**config.mk**
```make
export PLATFORM = sky130hd
export DESIGN_NAME = ecc_88_err_monitor
export DESIGN_NICKNAME = d
export VERILOG_FILES = /design/src/rtl/ecc_88_err_monitor.sv
export SDC_FILE = /design/constraint.sdc
export NUM_CORES = 1
export LEC_CHECK = 0
export ABC_AREA = 1
export BUFFER_PORTS_ARGS = -buffer_cell sky130_fd_sc_hd__buf_2
export CAP_MARGIN = 30
export CORE_MARGIN = 2
export CORE_UTILIZATION = 55
export CTS_CLUSTER_DIAMETER = 40
export CTS_CLUSTER_SIZE = 40
export DETAILED_ROUTE_END_ITERATION = 10
export PLACE_DENSITY = 0.8
export SYNTH_ARGS = -nofsm -noshare
export SYNTH_HDL_FRONTEND = slang
export SYNTH_SLANG_ARGS = --single-unit
```
**constraint.sdc**
```tcl
create_clock -name clk -period 2.3 [get_ports clk]
set_clock_uncertainty 0.05 [all_clocks]
set_input_delay 0.115 -clock clk [delete_from_list [all_inputs] [get_ports clk]]
set_output_delay 0.115 -clock clk [all_outputs]
set_load 0.01 [all_outputs]
```
**src/rtl/ecc_88_err_monitor.sv**
```systemverilog
// ecc_88_err_monitor
// Collects the per-word result flags of the 88-bit ECC fault-detect stage.
// It keeps saturating event counters, a first-error record and a sticky
// interrupt. A request/acknowledge handshake clears all status.
//
// Ports
//   clk        : sole clock, rising edge
//   rst        : asynchronous active-high reset
//   chk_vld    : a checked word is presented this cycle
//   chk_addr   : FIFO read address of that word
//   sbit_err   : single-bit error flag (qualified by chk_vld)
//   dbit_err   : double-bit error flag (qualified by chk_vld)
//   ecc_fault  : checker fault flag (qualified by chk_vld)
//   clr_req    : level request to clear all status
//   clr_ack    : clear done, held until clr_req falls
//   sbit_cnt   : saturating single-bit event count
//   dbit_cnt   : saturating double-bit event count
//   fault_cnt  : saturating fault event count
//   first_vld  : first-error record valid
//   first_addr : address of the first logged error
//   first_type : 01 sbit, 10 dbit, 11 fault
//   err_irq    : sticky interrupt
module ecc_88_err_monitor #(
    parameter int unsigned ADDR_WIDTH  = 8,
    parameter int unsigned CNT_WIDTH   = 16,
    parameter int unsigned SBIT_THRESH = 16
) (
    input  logic                  clk,
    input  logic                  rst,
    input  logic                  chk_vld,
    input  logic [ADDR_WIDTH-1:0] chk_addr,
    input  logic                  sbit_err,
    input  logic                  dbit_err,
    input  logic                  ecc_fault,
    input  logic                  clr_req,
    output logic                  clr_ack,
    output logic [CNT_WIDTH-1:0]  sbit_cnt,
    output logic [CNT_WIDTH-1:0]  dbit_cnt,
    output logic [CNT_WIDTH-1:0]  fault_cnt,
    output logic                  first_vld,
    output logic [ADDR_WIDTH-1:0] first_addr,
    output logic [1:0]            first_type,
    output logic                  err_irq
);

    // The threshold compare is done at least 32 bits wide so that a
    // threshold above the counter range can never be met.
    localparam int unsigned CMP_W = (CNT_WIDTH > 32) ? CNT_WIDTH : 32;

    typedef enum logic [1:0] {
        ST_IDLE = 2'd0,
        ST_CLR  = 2'd1,
        ST_ACK  = 2'd2
    } state_t;

    // Increment that sticks at all-ones instead of wrapping.
    function automatic logic [CNT_WIDTH-1:0] sat_inc(
        input logic [CNT_WIDTH-1:0] val,
        input logic                 en
    );
        if (en && (val != {CNT_WIDTH{1'b1}})) begin
            sat_inc = val + CNT_WIDTH'(1'b1);
        end else begin
            sat_inc = val;
        end
    endfunction

    // Error type code with priority fault > dbit > sbit.
    function automatic logic [1:0] err_type(
        input logic fault,
        input logic dbit
    );
        if (fault) begin
            err_type = 2'b11;
        end else if (dbit) begin
            err_type = 2'b10;
        end else begin
            err_type = 2'b01;
        end
    endfunction

    state_t                state_q, state_d;
    logic                  clr_ack_q, clr_ack_d;
    logic                  clr_active_s;

    logic                  s1_vld_q, s1_vld_d;
    logic [ADDR_WIDTH-1:0] s1_addr_q, s1_addr_d;
    logic                  s1_sbit_q, s1_sbit_d;
    logic                  s1_dbit_q, s1_dbit_d;
    logic                  s1_fault_q, s1_fault_d;

    logic [CNT_WIDTH-1:0]  sbit_cnt_q, sbit_cnt_d;
    logic [CNT_WIDTH-1:0]  dbit_cnt_q, dbit_cnt_d;
    logic [CNT_WIDTH-1:0]  fault_cnt_q, fault_cnt_d;
    logic                  first_vld_q, first_vld_d;
    logic [ADDR_WIDTH-1:0] first_addr_q, first_addr_d;
    logic [1:0]            first_type_q, first_type_d;
    logic                  err_irq_q, err_irq_d;

    logic                  sbit_ev_s, dbit_ev_s, fault_ev_s, any_ev_s;
    logic                  sbit_over_s;

    // Stage-1 capture of the incoming word.
    always_comb begin
        s1_vld_d   = chk_vld;
        s1_addr_d  = chk_addr;
        s1_sbit_d  = sbit_err;
        s1_dbit_d  = dbit_err;
        s1_fault_d = ecc_fault;
    end

    // Stage-1 register.
    always_ff @(posedge clk or posedge rst) begin
        if (rst) begin
            s1_vld_q   <= 1'b0;
            s1_addr_q  <= {ADDR_WIDTH{1'b0}};
            s1_sbit_q  <= 1'b0;
            s1_dbit_q  <= 1'b0;
            s1_fault_q <= 1'b0;
        end else begin
            s1_vld_q   <= s1_vld_d;
            s1_addr_q  <= s1_addr_d;
            s1_sbit_q  <= s1_sbit_d;
            s1_dbit_q  <= s1_dbit_d;
            s1_fault_q <= s1_fault_d;
        end
    end

    // Clear FSM state register.
    always_ff @(posedge clk or posedge rst) begin
        if (rst) begin
            state_q <= ST_IDLE;
        end else begin
            state_q <= state_d;
        end
    end

    // Clear FSM next state; CLR always lasts exactly one cycle.
    always_comb begin
        state_d = state_q;
        case (state_q)
            ST_IDLE: begin
                if (clr_req) begin
                    state_d = ST_CLR;
                end else begin
                    state_d = ST_IDLE;
                end
            end
            ST_CLR: begin
                state_d = ST_ACK;
            end
            ST_ACK: begin
                if (clr_req) begin
                    state_d = ST_ACK;
                end else begin
                    state_d = ST_IDLE;
                end
            end
            default: begin
                state_d = ST_IDLE;
            end
        endcase
    end

    // Clear FSM outputs; clr_ack is registered alongside the state it reflects.
    always_comb begin
        clr_active_s = (state_q == ST_CLR);
        clr_ack_d    = (state_d == ST_ACK);
    end

    // Acknowledge register.
    always_ff @(posedge clk or posedge rst) begin
        if (rst) begin
            clr_ack_q <= 1'b0;
        end else begin
            clr_ack_q <= clr_ack_d;
        end
    end

    // Event decode; a word with both sbit and dbit counts only as dbit.
    always_comb begin
        sbit_ev_s  = s1_vld_q & s1_sbit_q & ~s1_dbit_q;
        dbit_ev_s  = s1_vld_q & s1_dbit_q;
        fault_ev_s = s1_vld_q & s1_fault_q;
        any_ev_s   = sbit_ev_s | dbit_ev_s | fault_ev_s;
    end

    // Status update; the CLR cycle wipes status and drops the stage-1 word.
    always_comb begin
        sbit_cnt_d   = sbit_cnt_q;
        dbit_cnt_d   = dbit_cnt_q;
        fault_cnt_d  = fault_cnt_q;
        first_vld_d  = first_vld_q;
        first_addr_d = first_addr_q;
        first_type_d = first_type_q;
        err_irq_d    = err_irq_q;
        sbit_over_s  = 1'b0;
        if (clr_active_s) begin
            sbit_cnt_d   = {CNT_WIDTH{1'b0}};
            dbit_cnt_d   = {CNT_WIDTH{1'b0}};
            fault_cnt_d  = {CNT_WIDTH{1'b0}};
            first_vld_d  = 1'b0;
            first_addr_d = {ADDR_WIDTH{1'b0}};
            first_type_d = 2'b00;
            err_irq_d    = 1'b0;
        end else begin
            sbit_cnt_d  = sat_inc(sbit_cnt_q, sbit_ev_s);
            dbit_cnt_d  = sat_inc(dbit_cnt_q, dbit_ev_s);
            fault_cnt_d = sat_inc(fault_cnt_q, fault_ev_s);
            if (!first_vld_q && any_ev_s) begin
                first_vld_d  = 1'b1;
                first_addr_d = s1_addr_q;
                first_type_d = err_type(s1_fault_q, s1_dbit_q);
            end else begin
                first_vld_d  = first_vld_q;
                first_addr_d = first_addr_q;
                first_type_d = first_type_q;
            end
            // Gating with the sbit event keeps a zero threshold from
            // firing straight out of reset.
            sbit_over_s = sbit_ev_s &&
                          (CMP_W'(sbit_cnt_d) >= CMP_W'(SBIT_THRESH));
            err_irq_d   = err_irq_q | dbit_ev_s | fault_ev_s | sbit_over_s;
        end
    end

    // Status registers.
    always_ff @(posedge clk or posedge rst) begin
        if (rst) begin
            sbit_cnt_q   <= {CNT_WIDTH{1'b0}};
            dbit_cnt_q   <= {CNT_WIDTH{1'b0}};
            fault_cnt_q  <= {CNT_WIDTH{1'b0}};
            first_vld_q  <= 1'b0;
            first_addr_q <= {ADDR_WIDTH{1'b0}};
            first_type_q <= 2'b00;
            err_irq_q    <= 1'b0;
        end else begin
            sbit_cnt_q   <= sbit_cnt_d;
            dbit_cnt_q   <= dbit_cnt_d;
            fault_cnt_q  <= fault_cnt_d;
            first_vld_q  <= first_vld_d;
            first_addr_q <= first_addr_d;
            first_type_q <= first_type_d;
            err_irq_q    <= err_irq_d;
        end
    end

    assign clr_ack    = clr_ack_q;
    assign sbit_cnt   = sbit_cnt_q;
    assign dbit_cnt   = dbit_cnt_q;
    assign fault_cnt  = fault_cnt_q;
    assign first_vld  = first_vld_q;
    assign first_addr = first_addr_q;
    assign first_type = first_type_q;
    assign err_irq    = err_irq_q;

endmodule

```
==> results of run 1 <==
[kinds of logic after synthesis]
kind of cell / after synthesis / share of synthesized area [%]
AND/OR/NAND/NOR: 228 / 26.3
adder cells (fa/ha/maj): 3 / 1.03
XOR/XNOR: 7 / 1.68
buffers and inverters: 66 / 7.22
AO/OA/AOI/OAI: 75 / 12.4
flip-flops: 75 / 51.3
[layout by cell type (no fill, tap or decap), types with 7 or more instances in the layout]
| cell type | Yosys | final |
|---|---|---|
| nand2_1 | 105 | 105 |
| buf_2 | 1 | 75 |
| dfrtp_1 | 75 | 74 |
| nor2_1 | 62 | 62 |
| inv_1 | 55 | 54 |
| nand3_1 | 30 | 30 |
| o21ai_0 | 24 | 24 |
| a21oi_1 | 19 | 19 |
| nor3_1 | 14 | 14 |
| dlygate4sd3_1 | 0 | 14 |
| clkbuf_8 | 0 | 9 |
| a22o_1 | 8 | 8 |
| buf_4 | 0 | 8 |
| nand4_1 | 7 | 7 |
[what timing repair did]
item	in CTS	in global routing
hold buffers	14	0
endpoints found under the hold margin	89	0
gates resized for setup	0	2
setup endpoints to repair	0	1
[report_power, final]
part	leakage (nW)	switching, W	internal, W
Combinational	1.18	0.000719	0.000476
Clock	0.0829	0.000553	0.000404
Sequential	0.979	0.000228	0.00157
[per-layer routing]
metal,vias to the layer above,part of all wire [%],track usage (%)
li1,1684,-,-
met1,1596,44,34.7
met2,127,48,42.5
met3,15,6.3,5.10
met4,0,1.8,9.52
met5,-,0,0
[area by class of cell]
cell class | count | area, µm² | share of cell area, %
clock buffer | 9 | 124 | 2.76
inverter | 57 | 214 | 4.77
tap | 77 | 96.3 | 2.15
clock inverter | 7 | 57.6 | 1.28
timing repair buffer | 98 | 596 | 13.3
sequential | 75 | 1880 | 41.8
multi-input combinational | 313 | 1520 | 33.9
[registers in the layout, summed over array words and instances (netlist names), 2 cells and up]
signal and count:
dbit_cnt 16, fault_cnt 16, first_type 2, sbit_cnt 16, state_q 2, s1_addr_q 8
first_addr 8
[worst max-delay path by stage]
| stage | endpoint | slack [ns] |
|---|---|---|
| floorplan | clr_ack | 0.23 |
| global placement | err_irq | 0.24 |
| detailed placement | err_irq | 0.16 |
| CTS | err_irq | 0.15 |
| global route | err_irq | 0.01 |
| finish | err_irq | 0.20 |
[metrics by stage]
| step | setup slack, ns | hold slack (ns) | std cells |
|---|---|---|---|
| floorplan | 0.225 | 0.0964 | 454 |
| global placement | 0.241 | 0.172 | 606 |
| detailed placement | 0.155 | 0.175 | 606 |
| CTS | 0.151 | 0.331 | 636 |
| global route | 0.0111 | 0.327 | 636 |
| finish | 0.204 | 0.336 | 636 |
==> out/metrics.cfg, run 1 <==
[run_status]
status=completed

[power]
ir_worst_vdd_mv=0.858
power.density_nw_per_um2=880
p_total_w=0.00395
power.leakage_nw=2.24

[worst_setup_path]
path_cells=ha_1 -> inv_1 -> nor2_4 -> nand2_2 -> nor2_2 -> nor2_4 -> buf_12 -> o21ai_1 -> nand2_1 -> nor2_1 -> nand3_1 -> nand2_1 -> a21oi_1
crit_fanout=16
max_stage_delay_ns=0.42
crit_path_top_delay_cell=dfrtp_1
r2r_setup_slack_ns=0.20
reg2reg_from=sbit_cnt[1]
required_ns=2.50
critical_path_depth=13
r2r-end=err_irq
crit_buf_inv=2
start_kind=flop
critical_path.startpoint=sbit_cnt[1]
r2r_cells=13
cp.arrival_ns=2.30
critPathCaptureType=flop
critPathKind=flop to flop
path_delay_family=simple AND/OR/NAND/NOR gates

[hold_path]
worstHoldEndpoint=s1_addr_q[3]
hold_depth=2
holdCritStartpoint=chk_addr[3]
hold_class=primary input to flop

[sta]
maxSlewViolCount=0
max_slew.worst_pin.slew_ns=0.561
setup_viol=0
hold_violations=0
period_needed_ns=2.10
rsz0062_at_grt=false
slew_headroom_pct=62.6
period_share_pct=91.1
timing.fmax_mhz=477
tns_ns=0

[flow_run]
cap_violations=0

[floorplan]
dieArea_um2=7320
die_x_um=85.6
core.rowCount=29
start_util_pct=57.3
fp.dieH_um=85.6
io_pins=76
core_um2=6390

[yosys]
yosysTopAreaCell=dfrtp_1
synthFlopType=dfrtp_1
synth_common_cells=nand2_1, dfrtp_1, nor2_1
synth_most_common_cell=nand2_1
synthCells=454
synth-async-reset-ratio_pct=100
syn_avg_cell_area_um2=8.06
netlist-cell-type-count=34
synthesis.area_um2=3660
synth_edf_count=0
synth_warnings=0
syn_nets=472
yosysTopAreaCellShare_pct=51.3
synth-seq-cells=75
yosys-top-cells-area=dfrtp_1, nand2_1, nor2_1, inv_1, nand3_1
ys_seq_area_share_pct=51.3

[grt]
grt_max_degree=42
grt_pass1_wl_mm=14.9
grt_pass1_vias=3244
grt-ovfl-total=0
track_usage_pct=26.0
antenna_found_initial=0

[layout]
drive_gt1_share_pct=20.4
nNetsFinal=572
num_antenna_cells=0
design_area_um2=4490
fillers=511
final_util_pct=70.3
synthToLayoutAreaGrowth_pct=22.7

[routing]
drt_iter0_drc=199
postRouteAntennaNets=0
num_vias=3422
drcViolationCount=0
totalWireLength_mm=8.72
dr.pass1.iters=4
viasPerCell=5.38
wl_per_cell_um=13.7

[clock_tree]
cts_tree=yes
postCtsSetupBuffers=0
root_buffer=clkbuf_8
clk_latency_ns=0.36
cts_buffer_depth=2
htreeDepth=3
numClockSinks=75
path_clk_slew_ns=0.09
cts_buffers=9

[place]
gp_congestion=0.873
place_area_um2=4160
dp_hpwl_mm=5.81
place.port_buffers=75

(Power assumes the default switching activity.)
==> inputs of run 2 (changes only) <==
CORE_UTILIZATION = 57   (was 55)
CTS_BUF_LIST = sky130_fd_sc_hd__clkbuf_2 sky130_fd_sc_hd__clkbuf_4 sky130_fd_sc_hd__clkbuf_8   (was unset)
PLACE_DENSITY = 0.83   (was 0.8)
==> out/metrics.cfg, run 2 (synthesis results as in run 1) <==
[clock_tree]
root_buffer=clkbuf_8
cts_buffers=9  ; unchanged
cts_tree=yes
htreeDepth=3  ; unchanged
clk_latency_ns=0.35  ; about the same
cts_buffer_depth=2  ; unchanged
postCtsSetupBuffers=0  ; unchanged
numClockSinks=75  ; unchanged
path_clk_slew_ns=0.09  ; about the same

[hold_path]
hold_class=primary input to asynchronous set/reset pin

[worst_setup_path]
r2r-end=err_irq
critical_path.startpoint=sbit_cnt[1]
cp.arrival_ns=2.31  ; about the same
crit_path_top_delay_cell=dfrtp_1
path_cells=ha_1 -> inv_1 -> nor2_4 -> nand2_2 -> nor2_2 -> nor2_2 -> buf_4 -> inv_2 -> nand2_1 -> nand2_1 -> nand2_1 -> nor2_1 -> nand3_1 -> nand2_1 -> a21oi_1
r2r_setup_slack_ns=0.17  ; -0.03 ns
crit_fanout=12  ; -4
max_stage_delay_ns=0.41  ; about the same
critPathKind=flop to flop
reg2reg_from=sbit_cnt[1]
start_kind=flop
crit_path_frequent_cell=nand2_1
r2r_cells=15  ; +2
critPathCaptureType=flop
required_ns=2.49  ; about the same
crit_end=err_irq

[floorplan]
core.rowCount=29  ; unchanged
die_x_um=84.1  ; -1.7%
fp.dieH_um=84.1  ; -1.7%
dieArea_um2=7080  ; -3.3%
start_util_pct=58.3  ; +0.99 points
core_um2=6280  ; -1.7%
io_pins=76  ; unchanged

[routing]
viasPerCell=5.49  ; +2.0%
dr.pass1.iters=5  ; +1
num_vias=3475  ; +1.5%
totalWireLength_mm=9.06  ; +3.9%
drcViolationCount=0  ; unchanged
m1WireLength_mm=3.84  ; +0.44%
route.met3.wl_um=583  ; +5.4%
postRouteAntennaNets=0  ; unchanged
dr.max_layer_used=met4
drt_iter0_drc=236  ; +19%
met2_length_mm=4.43  ; +5.9%
wl_per_cell_um=14.3  ; +4.4%

[sta]
setup_viol=0  ; unchanged
hold_ws_ns=0.291  ; -0.0450 ns
rsz0062_at_grt=false
slew_headroom_pct=58.0  ; -4.6 points
period_needed_ns=2.13  ; +0.0321 ns
hold_violations=0  ; unchanged
maxSlewViolCount=0  ; unchanged
timing.fmax_mhz=470  ; -1.5%
tns_ns=0  ; unchanged
max_slew.worst_pin.slew_ns=0.627  ; +0.0669 ns
fin_ws_ns=0.172  ; -0.0321 ns
period_share_pct=92.5  ; +1.4 points

[grt]
grt_max_degree=54  ; +29%
track_usage_pct=26.3  ; +0.32 points
grt_pass1_wl_mm=15.0  ; +0.32%
grt_pass1_vias=3289  ; +1.4%
grt-ovfl-total=0  ; unchanged
antenna_found_initial=0  ; unchanged

[layout]
stdcell_count=633  ; -0.47%
layout_commonest_cell=nand2_1
design_area_um2=4490  ; unchanged
drive_gt1_share_pct=20.3  ; -0.070 points
layout_common_cells=nand2_1, buf_2, dfrtp_1, nor2_1, inv_1
nNetsFinal=569  ; -0.52%
synthToLayoutAreaGrowth_pct=22.7  ; unchanged
num_antenna_cells=0  ; unchanged

[place]
dp_hpwl_mm=5.88  ; +1.2%
place.port_buffers=75  ; unchanged
pre_cts_ws_ns=0.140  ; -0.0152 ns
dpl.cell_count=603  ; -0.50%
gp_congestion=0.897  ; +2.7%
place_area_um2=4140  ; -0.54%

[power]
ir_worst_vdd_mv=0.843  ; -1.8%
power.density_nw_per_um2=903  ; +2.7%
power.leakage_nw=2.24  ; +0.26%

[run_status]
status=completed

[flow_run]
cap_violations=0  ; unchanged

==> run 2: cell count changes in the layout (fill, tap and decap cells not counted), sizes merged <==
| cell | delta |
|---|---|
| inv | +2 |
| buf | -3 |
| clkinv | -1 |
| bufinv | +1 |
| clkinvlp | -2 |
==> run 2: final cells by class <==
cell class                      instances  area, µm²
Clock buffer                            9        124
Clock inverter                          7       81.3
Fill cell                             488       1790
Inverter                               57        214
Multi-Input combinational cell        313       1520
Sequential cell                        75       1880
Tap cell                               77       96.3
Timing Repair Buffer                   95        573
==> run 2: worst min-delay path by stage <==
stage	from	to	slack [ns]	depth (start not counted)
after floorplan	chk_addr[0]	s1_addr_q[0]	0.1	0
after global placement	rst	s1_addr_q[6]	0.1	2
after detailed placement	rst	s1_addr_q[6]	0.11	2
final	rst	first_addr[5]	0.29	3
after CTS	rst	s1_addr_q[3]	0.27	3
after global routing	rst	first_addr[5]	0.32	3
==> run 2: layer usage <==
layer  track usage (%)  up-vias
li1                  -     1679
met1              34.1     1651
met2              42.6      125
met3              6.53       20
met4              10.6        0
met5                 0        -
==> run 2: worst max-delay path, delay by kind of cell (launching register included) <==
| kind | cells | cell delay, ns |
|---|---|---|
| adder cells (fa/ha/maj) | 1 | 0.21 |
| flip-flops | 1 | 0.41 |
| AND/OR/NAND/NOR | 10 | 0.91 |
| buffers and inverters | 3 | 0.38 |
| AO/OA/AOI/OAI | 1 | 0.05 |
==> run 2: per-stage QoR <==
| stage | total power, W | util (%) |
|---|---|---|
| after floorplan | 0.00250 | - |
| after global routing | 0.00430 | 71.5 |
| after detailed placement | 0.00294 | 65.9 |
| final | 0.00405 | 71.5 |
| after global placement | 0.00289 | 65.9 |
| after CTS | 0.00402 | 71.4 |
==> run 2: repair_timing <==
action                                 4_1_cts  5_1_grt
endpoints found under the hold margin       37        0
resized for setup                            0        3
setup endpoints to repair                    0       11
hold buffers                                14        0
==> run 2: power breakdown <==
group	switching, W	internal (W)
logic	0.000724	0.000448
registers	0.000229	0.00157
clock network	0.000564	0.000521
total	0.00152	0.00254
